===== src/rtl/iob_vexriscv_bus_arbiter.sv =====
// Two-master IOb arbiter: shares one memory port between the VexRiscv
// instruction bus (I, read-only) and data bus (D). One transaction in flight.
//
// state  | meaning
// IDLE   | no transaction; grant the next request (I and/or D valid)
// REQ    | m_valid high, waiting for memory to accept (m_ready)
// WAIT_R | read accepted, waiting for m_rvalid to route back to owner

module iob_vexriscv_bus_arbiter #(
   parameter int ADDR_W = 32,
   parameter int DATA_W = 32,
   parameter int D_PRIO = 0
) (
   input  logic                clk,
   input  logic                rst,

   input  logic                i_valid,
   input  logic [ADDR_W-1:0]   i_addr,
   output logic                i_ready,
   output logic                i_rvalid,
   output logic [DATA_W-1:0]   i_rdata,

   input  logic                d_valid,
   input  logic [ADDR_W-1:0]   d_addr,
   input  logic [DATA_W-1:0]   d_wdata,
   input  logic [DATA_W/8-1:0] d_wstrb,
   output logic                d_ready,
   output logic                d_rvalid,
   output logic [DATA_W-1:0]   d_rdata,

   output logic                m_valid,
   output logic [ADDR_W-1:0]   m_addr,
   output logic [DATA_W-1:0]   m_wdata,
   output logic [DATA_W/8-1:0] m_wstrb,
   input  logic                m_ready,
   input  logic                m_rvalid,
   input  logic [DATA_W-1:0]   m_rdata
);

   localparam int STRB_W = DATA_W / 8;

   typedef enum logic [1:0] {
      IDLE   = 2'd0,
      REQ    = 2'd1,
      WAIT_R = 2'd2
   } state_t;

   state_t              state, state_nxt;
   // owner / rr_last encoding: 0 = I bus, 1 = D bus
   logic                owner, owner_nxt;
   logic                rr_last, rr_last_nxt;
   logic                grant_d;
   logic [ADDR_W-1:0]   addr_nxt;
   logic [DATA_W-1:0]   wdata_nxt;
   logic [STRB_W-1:0]   wstrb_nxt;

   // Read data is shared; only the rvalid strobes qualify it.
   assign i_rdata = m_rdata;
   assign d_rdata = m_rdata;
   assign m_valid = (state == REQ);

   // State, ownership and latched memory request registers
   always_ff @(posedge clk) begin
      if (rst) begin
         state   <= IDLE;
         owner   <= 1'b0;
         rr_last <= 1'b1;
         m_addr  <= '0;
         m_wdata <= '0;
         m_wstrb <= '0;
      end else begin
         state   <= state_nxt;
         owner   <= owner_nxt;
         rr_last <= rr_last_nxt;
         m_addr  <= addr_nxt;
         m_wdata <= wdata_nxt;
         m_wstrb <= wstrb_nxt;
      end
   end

   // Arbitration, next-state and owner-routed handshakes
   always_comb begin
      state_nxt   = state;
      owner_nxt   = owner;
      rr_last_nxt = rr_last;
      addr_nxt    = m_addr;
      wdata_nxt   = m_wdata;
      wstrb_nxt   = m_wstrb;
      i_ready     = 1'b0;
      d_ready     = 1'b0;
      i_rvalid    = 1'b0;
      d_rvalid    = 1'b0;

      // On contention round-robin picks the side that did not win last time.
      if (i_valid && d_valid) begin
         grant_d = (D_PRIO != 0) ? 1'b1 : ~rr_last;
      end else begin
         grant_d = d_valid;
      end

      case (state)
         IDLE: begin
            if (i_valid || d_valid) begin
               state_nxt   = REQ;
               owner_nxt   = grant_d;
               rr_last_nxt = grant_d;
               addr_nxt    = grant_d ? d_addr  : i_addr;
               wdata_nxt   = grant_d ? d_wdata : '0;
               wstrb_nxt   = grant_d ? d_wstrb : '0;
            end
         end
         REQ: begin
            i_ready = m_ready && !owner;
            d_ready = m_ready &&  owner;
            if (m_ready) begin
               state_nxt = (m_wstrb != '0) ? IDLE : WAIT_R;
            end
         end
         WAIT_R: begin
            i_rvalid = m_rvalid && !owner;
            d_rvalid = m_rvalid &&  owner;
            if (m_rvalid) begin
               state_nxt = IDLE;
            end
         end
         default: begin
            state_nxt = IDLE;
         end
      endcase
   end

endmodule


===== config.mk =====
export PLATFORM = sky130hd
export DESIGN_NAME = iob_vexriscv_bus_arbiter
export DESIGN_NICKNAME = d
export VERILOG_FILES = /design/src/rtl/iob_vexriscv_bus_arbiter.sv
export SDC_FILE = /design/constraint.sdc
export NUM_CORES = 1
export LEC_CHECK = 0
export BUFFER_PORTS_ARGS = -buffer_cell sky130_fd_sc_hd__buf_2
export CAP_MARGIN = 20
export CORE_AREA = 2 2 106 108
export CTS_CLUSTER_SIZE = 14
export DETAILED_ROUTE_END_ITERATION = 10
export DIE_AREA = 0 0 108 110
export PLACE_DENSITY = 0.72
export SYNTH_ARGS = -nofsm -noshare
export SYNTH_HDL_FRONTEND = slang
export SYNTH_SLANG_ARGS = --single-unit

===== constraint.sdc =====
create_clock -name clk -period 2.7 [get_ports clk]
set_input_delay 0.27 -clock clk [delete_from_list [all_inputs] [get_ports clk]]
set_output_delay 0.27 -clock clk [all_outputs]
set_load 0.02 [all_outputs]

Word level (Yosys, flattened, before mapping)
Index checks and enable logic that the tools add are counted.
{"block": "op_classes", "eq_ne": 5, "n_mux": 13, "bitwise_logic": 1, "n_reduce_logical": 11}
{"operator": "$mux 32", "count": 2}
{"operator": "$mux 2", "count": 4}
{"operator": "$pmux 2 s3", "count": 1}
{"operator": "$logic_and 1x1->1", "count": 5}
{"operator": "$mux 1", "count": 5}
{"operator": "$mux 4", "count": 1}
{"operator": "$ne 2x2->1 const B", "count": 2}
{"operator": "$reduce_bool 4->1", "count": 1}
{"operator": "$reduce_and 3->1", "count": 1}
{"operator": "$eq 2x1->1 const B", "count": 1}
{"operator": "$eq 2x2->1 const B", "count": 1}
{"operator": "$logic_not 2->1", "count": 1}
{"operator": "$ne 2x1->1 const B", "count": 1}
{"operator": "$reduce_and 2->1", "count": 1}
{"operator": "$logic_not 1->1", "count": 1}
{"operator": "$logic_or 1x1->1", "count": 1}
{"operator": "$not 1->1", "count": 1}
{"block": "totals", "reg_bits": 72, "in_bits": 138, "out_inout_bits": 137}

Logic depth before layout (Yosys ltp)
Gate-level depths: netlist of the first run.
{"block": "depth", "depth_word": 4, "ltp_mapped": 5}

Worst setup path before layout of the first run
Ideal clock, no wire load.
{"block": "synth_timing", "path_type": "register to output", "from": "register state[0]", "to": "output i_ready", "arrival_time_ns": 1.193, "required_time_ns": 2.430, "setup_slack_ns": 1.237, "stages_incl_launch_ff": 4, "n_path_buf": 0, "cell_sequence": "dfxtp_1 nor2b_1 nand2_1 nor2_1"}
{"block": "synth_via", "elab_chain_cells": 2}
{"item": "from (decl)", "line": "48", "rtl": "state_t state, state_nxt;"}
{"item": "from (signal assigned)", "line": "72", "rtl": "state <= state_nxt;"}
{"item": "$eq 2x1->1"}
{"item": "net m_valid", "line": "31", "rtl": "output logic m_valid,"}
{"item": "$mux 1", "line": "101", "rtl": "case (state)"}
{"item": "to (decl)", "line": "19", "rtl": "output logic i_ready,"}
The timed path passes the listed nets, and every way through them passes these cells.

Worst setup path after layout of the first run
{"block": "layout_timing", "from": "register state[0]", "to": "output i_ready"}
{"block": "layout_via", "elab_chain_cells": 2}
{"item": "$eq 2x1->1", "line": "101"}
{"item": "$mux 1", "line": "101"}
Every way passes these cells.

==> results of run 1 <==
## final cells by class
| class | instances | area (um2) |
|---|---|---|
| sequential | 72 | 1441 |
| multi-input combinational | 264 | 1433 |
| fill | 1106 | 6457 |
| clock buffer | 14 | 172.7 |
| clock inverter | 2 | 60.06 |
| tap | 140 | 175.2 |
| timing repair buffer | 187 | 958.4 |
## logic make-up (layout without fill, tap and decap cells)
logic type / Yosys count / count (layout) / share of synthesized area
compound gates: 143 / 143 / 0.2397
buf+inv: 107 / 203 / 0.1894
flops: 72 / 72 / 0.4079
simple gates: 121 / 121 / 0.1629
## state kept, by name, summed over array words and instances, names as in the netlist
register  count
state         2
owner         1
m_wdata      32
rr_last       1
m_addr       32
m_wstrb       4
## power groups by stage
| stage | clock network (mW) | logic [mW] | registers [mW] |
|---|---|---|---|
| after detailed placement | 0 | 0.650 | 1.23 |
| after global routing | 1.06 | 0.712 | 1.22 |
| after global placement | 0 | 0.635 | 1.23 |
| after floorplan | 0 | 0.439 | 1.34 |
| final | 0.987 | 0.644 | 1.21 |
| after CTS | 1.02 | 0.649 | 1.21 |
## worst reg2reg max path: cells and delay by family (launching register included)
| kind | cells | cell delay [ps] |
|---|---|---|
| buf+inv | 1 | 540 |
| flops | 1 | 360 |
| compound gates | 2 | 540 |
| simple gates | 1 | 100 |
## cells in the mapped netlist, drive strengths merged
cell,n,area (um2)
a21bo,1,10.01
a21boi,1,11.26
a21oi,71,355.3
a311oi,32,280.3
and3,2,12.51
buf,88,596.8
clkbuf,19,72.56
dfxtp,72,1441
nand2,68,255.2
nand2b,2,12.51
nand3,2,10.01
nand3b,1,7.510
nand4,36,225.2
nor2,5,21.27
nor2b,2,12.51
nor4,1,6.260
o21ai,38,190.2
or2,2,12.51
## cell usage in the layout (no fill, tap or decap), types with 2 or more instances in the layout
master and instances:
buf_2 178, dfxtp_1 72, a21oi_1 71, nand2_1 68, nand4_1 36, o21ai_0 35, a311oi_1 32, clkbuf_8 12
buf_4 9, o21ai_1 3, nor2b_1 2, and3_1 2, nor2_1 2, or2_1 2, nor2_2 2, nand2b_1 2
nand3_1 2, bufinv_16 2, clkbuf_1 2
## stage by stage
step	instance area [um2]	hold slack (ps)	setup WS, ps	utilization
floorplan	3533	417.5	1237	-
global placement	4008	452.0	780.7	0.3746
detailed placement	4008	467.6	730.4	0.3746
CTS	4240	166.6	991.4	0.3964
global route	4240	184.4	901.8	0.3964
finish	4240	186.8	1031	0.3964
## routing by layer
metal / share of wire / wire length, um / up-vias / GRT usage
li1: - / - / 1706 / -
met1: 0.40 / 4086 / 1639 / 0.1876
met2: 0.48 / 4842 / 189 / 0.2794
met3: 0.089 / 903 / 39 / 0.05291
met4: 0.031 / 316 / 4 / 0.08608
met5: 0.0025 / 25 / - / 0
## how the worst min path moves through the flow
stage                     cells past startpoint  slack [ps]                       end
final                                         3         190   m_addr[14]$_SDFFE_PP0P_
after global routing                          3         180    m_addr[3]$_SDFFE_PP0P_
after CTS                                     3         170   m_addr[30]$_SDFFE_PP0P_
after detailed placement                      2         470  m_wdata[31]$_SDFFE_PP0P_
after global placement                        2         450  m_wdata[12]$_SDFFE_PP0P_
after floorplan                               2         420     state[1]$_SDFFE_PP0P_
==> impl_metrics.json, run 1 <==
{
  "run_status": "completed",
  "drtIter0Drc": 267,
  "hpwl_mm": 7.113,
  "period_share": 0.6181,
  "cp-startpoint": "state[0]$_SDFFE_PP0P_",
  "core-area_um2": 10700,
  "clockBufferDepth": 2,
  "num_rows": 38,
  "grt-ovfl-total": 0,
  "worst-path-buf-inv": 1,
  "r2r_setup_slack_ps": 1070,
  "cp_cell_sequence": "nor2b_1, nand2_1, nor2_1, buf_2",
  "layout.nets": 672,
  "placed_cells": 663,
  "drtAntennaViolNets": 0,
  "clk_pin_slew_ps": 80,
  "worst_ep_required_time_ps": 2430,
  "seq_area_frac_synth": 0.4079,
  "drive_above_1_share": 0.3822,
  "finalCriticalPeriod_ps": 1669,
  "initial_core_util": 0.3303,
  "cpLargestDelayFamily": "simple AND/OR/NAND/NOR gates",
  "netSwitchingFraction": 0.3022,
  "rsz0062_at_grt": "false",
  "maxCapViolCount": 0,
  "hold_path_startpoint": "i_addr[14]",
  "ctsHoldBuffers": 0,
  "share_comb_of_total_power": 0.227,
  "arrival_ps": 1400,
  "grt_max_degree": 71,
  "drc": 0,
  "ctsResizeCount": 0,
  "setup_tns_ps": 0,
  "peakVddDrop_v": 0.0002827,
  "switchingPower_mw": 0.8589,
  "max_clock_freq_ghz": 0.5992,
  "io_buffers": 178,
  "r2r_start": "state[1]$_SDFFE_PP0P_",
  "die-area_um2": 11880,
  "diodes": 0,
  "critical_path_class": "reg2out",
  "synth_nets": 581,
  "cts.sinks": 72,
  "htreeDepth": 3,
  "crit_path_end": "i_ready",
  "clock_latency_ps": 340,
  "cts_tree": "done",
  "ys_seq_elements": 72,
  "r2r_cells": 4,
  "gp_congestion": 0.7543,
  "clock_skew_ps": 7.302,
  "via_per_inst": 5.268,
  "hold_path.class": "in2reg",
  "slowest_delay_ps": 410,
  "critPathMaxFanout": 5,
  "numCtsBuffers": 9,
  "grt_pass1_vias": 3253,
  "leakage_nw": 1.930,
  "syn_area_um2": 3533,
  "wl_mm": 10.17,
  "synth.distinct_cells": 23,
  "die_x_um": 108,
  "synth_cells": 443,
  "power_density_nw_per_um2": 670.4,
  "setup_viol": 0,
  "worstSetupEndpointType": "primary output",
  "p_total_mw": 2.843,
  "p_seq_frac": 0.426,
  "grt_pass1_wl_mm": 15.45,
  "syn_area_per_cell_um2": 7.976,
  "vias": 3577,
  "path_depth": 4,
  "final_cells": 679,
  "internal_power_mw": 1.984,
  "ys_warn_count": 0,
  "track_usage": 0.1654,
  "clockPowerShare": 0.347,
  "finalHoldViolations": 0,
  "dr.pass1.iters": 4,
  "r2r_end": "m_addr[27]$_SDFFE_PP0P_",
  "num_io_pins": 275,
  "root_buffer": "clkbuf_8",
  "worst_pin_slew_ps": 739.3,
  "slew_violations": 0,
  "post_cts_buffers": 0,
  "worstSetupStartpointType": "flip-flop",
  "syn2layout_area_growth_pct": 20.01,
  "critPathSlowestCell": "dfxtp_1",
  "die-height_um": 110,
  "routedWlPerCell_um": 14.98,
  "maxSlewHeadroom": 0.5071,
  "grt_antenna_before_repair": 2
}
No activity file was read; power rests on OpenSTA's default activity.
==> run 2, diff against run 1 <==
Settings changed: PLACE_DENSITY 0.72 to 0.74.
Clock period 2.7 ns to 1.4 ns, I/O delays scaled along.
==> impl_metrics.json, run 2 (synthesis gave the netlist of run 1 again) <==
{
  "drc": 0,
  "finalCriticalPeriod_ps": 1358,
  "io_buffers": 178,
  "hpwl_mm": 7.301,
  "grt_antenna_before_repair": 0,
  "critical_path_class": "reg2out",
  "critPathMaxFanout": 4,
  "dr.pass1.iters": 4,
  "grt-ovfl-total": 0,
  "run_status": "completed",
  "maxSlewHeadroom": 0.7323,
  "numCtsBuffers": 9,
  "holdPathStages": 3,
  "max_clock_freq_ghz": 0.7365,
  "cts.sinks": 72,
  "via_per_inst": 5.266,
  "routedWlPerCell_um": 15.37,
  "num_rows": 38,
  "drtAntennaViolNets": 0,
  "r2r_start": "state[1]$_SDFFE_PP0P_",
  "syn2layout_area_growth_pct": 23.23,
  "grt_pass1_vias": 3414,
  "clock_latency_ps": 350,
  "drive_above_1_share": 0.3989,
  "grt_pass1_wl_mm": 15.75,
  "root_buffer": "clkbuf_8",
  "track_usage": 0.1675,
  "period_share": 0.9699,
  "netSwitchingFraction": 0.3313,
  "reg_top3": "m_addr (32), m_wdata (32), m_wstrb (4)",
  "power_density_nw_per_um2": 1194,
  "hold_path_startpoint": "i_addr[11]",
  "grt_max_degree": 73,
  "vias": 3602,
  "diodes": 0,
  "r2r_end": "m_wdata[5]$_SDFFE_PP0P_",
  "clock_skew_ps": 12.55,
  "r2r_cells": 4,
  "clk_pin_slew_ps": 70,
  "die-height_um": 110,
  "htreeDepth": 3,
  "gp_congestion": 0.7617,
  "clockBufferDepth": 2,
  "post_dp_cell_area_um2": 4125,
  "r2r_setup_slack_ps": 80,
  "rsz0062_at_grt": "true",
  "peakVddDrop_v": 0.0004931,
  "hold_path.class": "in2reg",
  "worst_pin_slew_ps": 401.6,
  "drtIter0Drc": 245,
  "finalHoldViolations": 0,
  "final_cell_mix": "buf_2, a21oi_1, dfxtp_1",
  "p_seq_frac": 0.450,
  "setup_tns_ps": 0,
  "clockPowerShare": 0.290,
  "setup_viol": 0,
  "layout_commonest_cell": "buf_2",
  "layout.nets": 678,
  "cts_tree": "done",
  "num_io_pins": 275,
  "leakage_nw": 1.967,
  "die_x_um": 108,
  "switchingPower_mw": 1.723,
  "fill_cells": 1098,
  "final_area_um2": 4354,
  "worstSetupEndpointType": "primary output",
  "share_comb_of_total_power": 0.260,
  "core-area_um2": 10700,
  "arrival_ps": 1220,
  "maxCapViolCount": 0,
  "die-area_um2": 11880,
  "worst_ep_required_time_ps": 1260,
  "min_to": "m_addr[11]$_SDFFE_PP0P_",
  "internal_power_mw": 3.477,
  "worstSetupStartpointType": "flip-flop",
  "initial_core_util": 0.3303,
  "wl_mm": 10.52,
  "slew_violations": 0,
  "final_util": 0.4070
}
run 2: changes by cell type in the layout (fill, tap and decap cells not counted), sizes merged:
cell / delta
clkinvlp: +1
buf: +6
bufinv: -2
clkbuf: -2
clkinv: +2
run 2: what timing repair did:
item,4_1_cts,5_1_grt
resized for setup,8,8
setup buffers,0,2
setup endpoints to repair,5,6
hold buffers,0,0
run 2: worst max-delay path by stage:
stage                                from                       end  cells past startpoint
finish              state[0]$_SDFFE_PP0P_                   i_ready                      4
global route        state[0]$_SDFFE_PP0P_                   i_ready                      4
CTS                 state[0]$_SDFFE_PP0P_                   i_ready                      4
detailed placement  state[1]$_SDFFE_PP0P_  m_wdata[28]$_SDFFE_PP0P_                      4
global placement    state[1]$_SDFFE_PP0P_        owner$_SDFFE_PP0P_                      4
floorplan           state[0]$_SDFFE_PP0P_                   i_ready                      3
run 2: power groups by stage:
stage	clock network, mW	registers [mW]	logic (mW)
finish	1.51	2.34	1.35
global route	1.63	2.36	1.47
CTS	1.56	2.34	1.34
detailed placement	0	2.38	1.34
global placement	0	2.37	1.31
floorplan	0	2.58	0.846
run 2: critical path, stage by stage, from the launching register on:
cell and delay (ps):
dfxtp_4 390, nor2b_4 180, nand2_1 70, nor2_1 90
buf_4 150
run 2: area by class of cell:
type,count,area [um2],share of cell area
multi-input combinational,264,1453,0.3336
sequential,72,1449,0.3328
timing repair buffer,193,1105,0.2537
tap,140,175.2,0.04023
clock buffer,12,155.1,0.03563
clock inverter,3,17.52,0.004023
run 2: stage by stage:
stage	hold WS [ps]	instances	power, mW	worst slack [ps]
final	45.89	684	5.200	42.17
after global routing	45.26	684	5.461	-27.68
after CTS	28.33	682	5.234	0.7188
after detailed placement	280.2	667	3.714	85.88
after global placement	280.2	667	3.679	154.1
after floorplan	287.5	443	3.422	66.57
run 2: per-layer routing:
layer	part of all wire	GRT usage	wire, um	up-vias
li1	-	-	-	1714
met1	0.40	0.1801	4160	1678
met2	0.49	0.2893	5122	176
met3	0.086	0.05173	909	34
met4	0.031	0.1016	323	0
met5	0	0	0	-
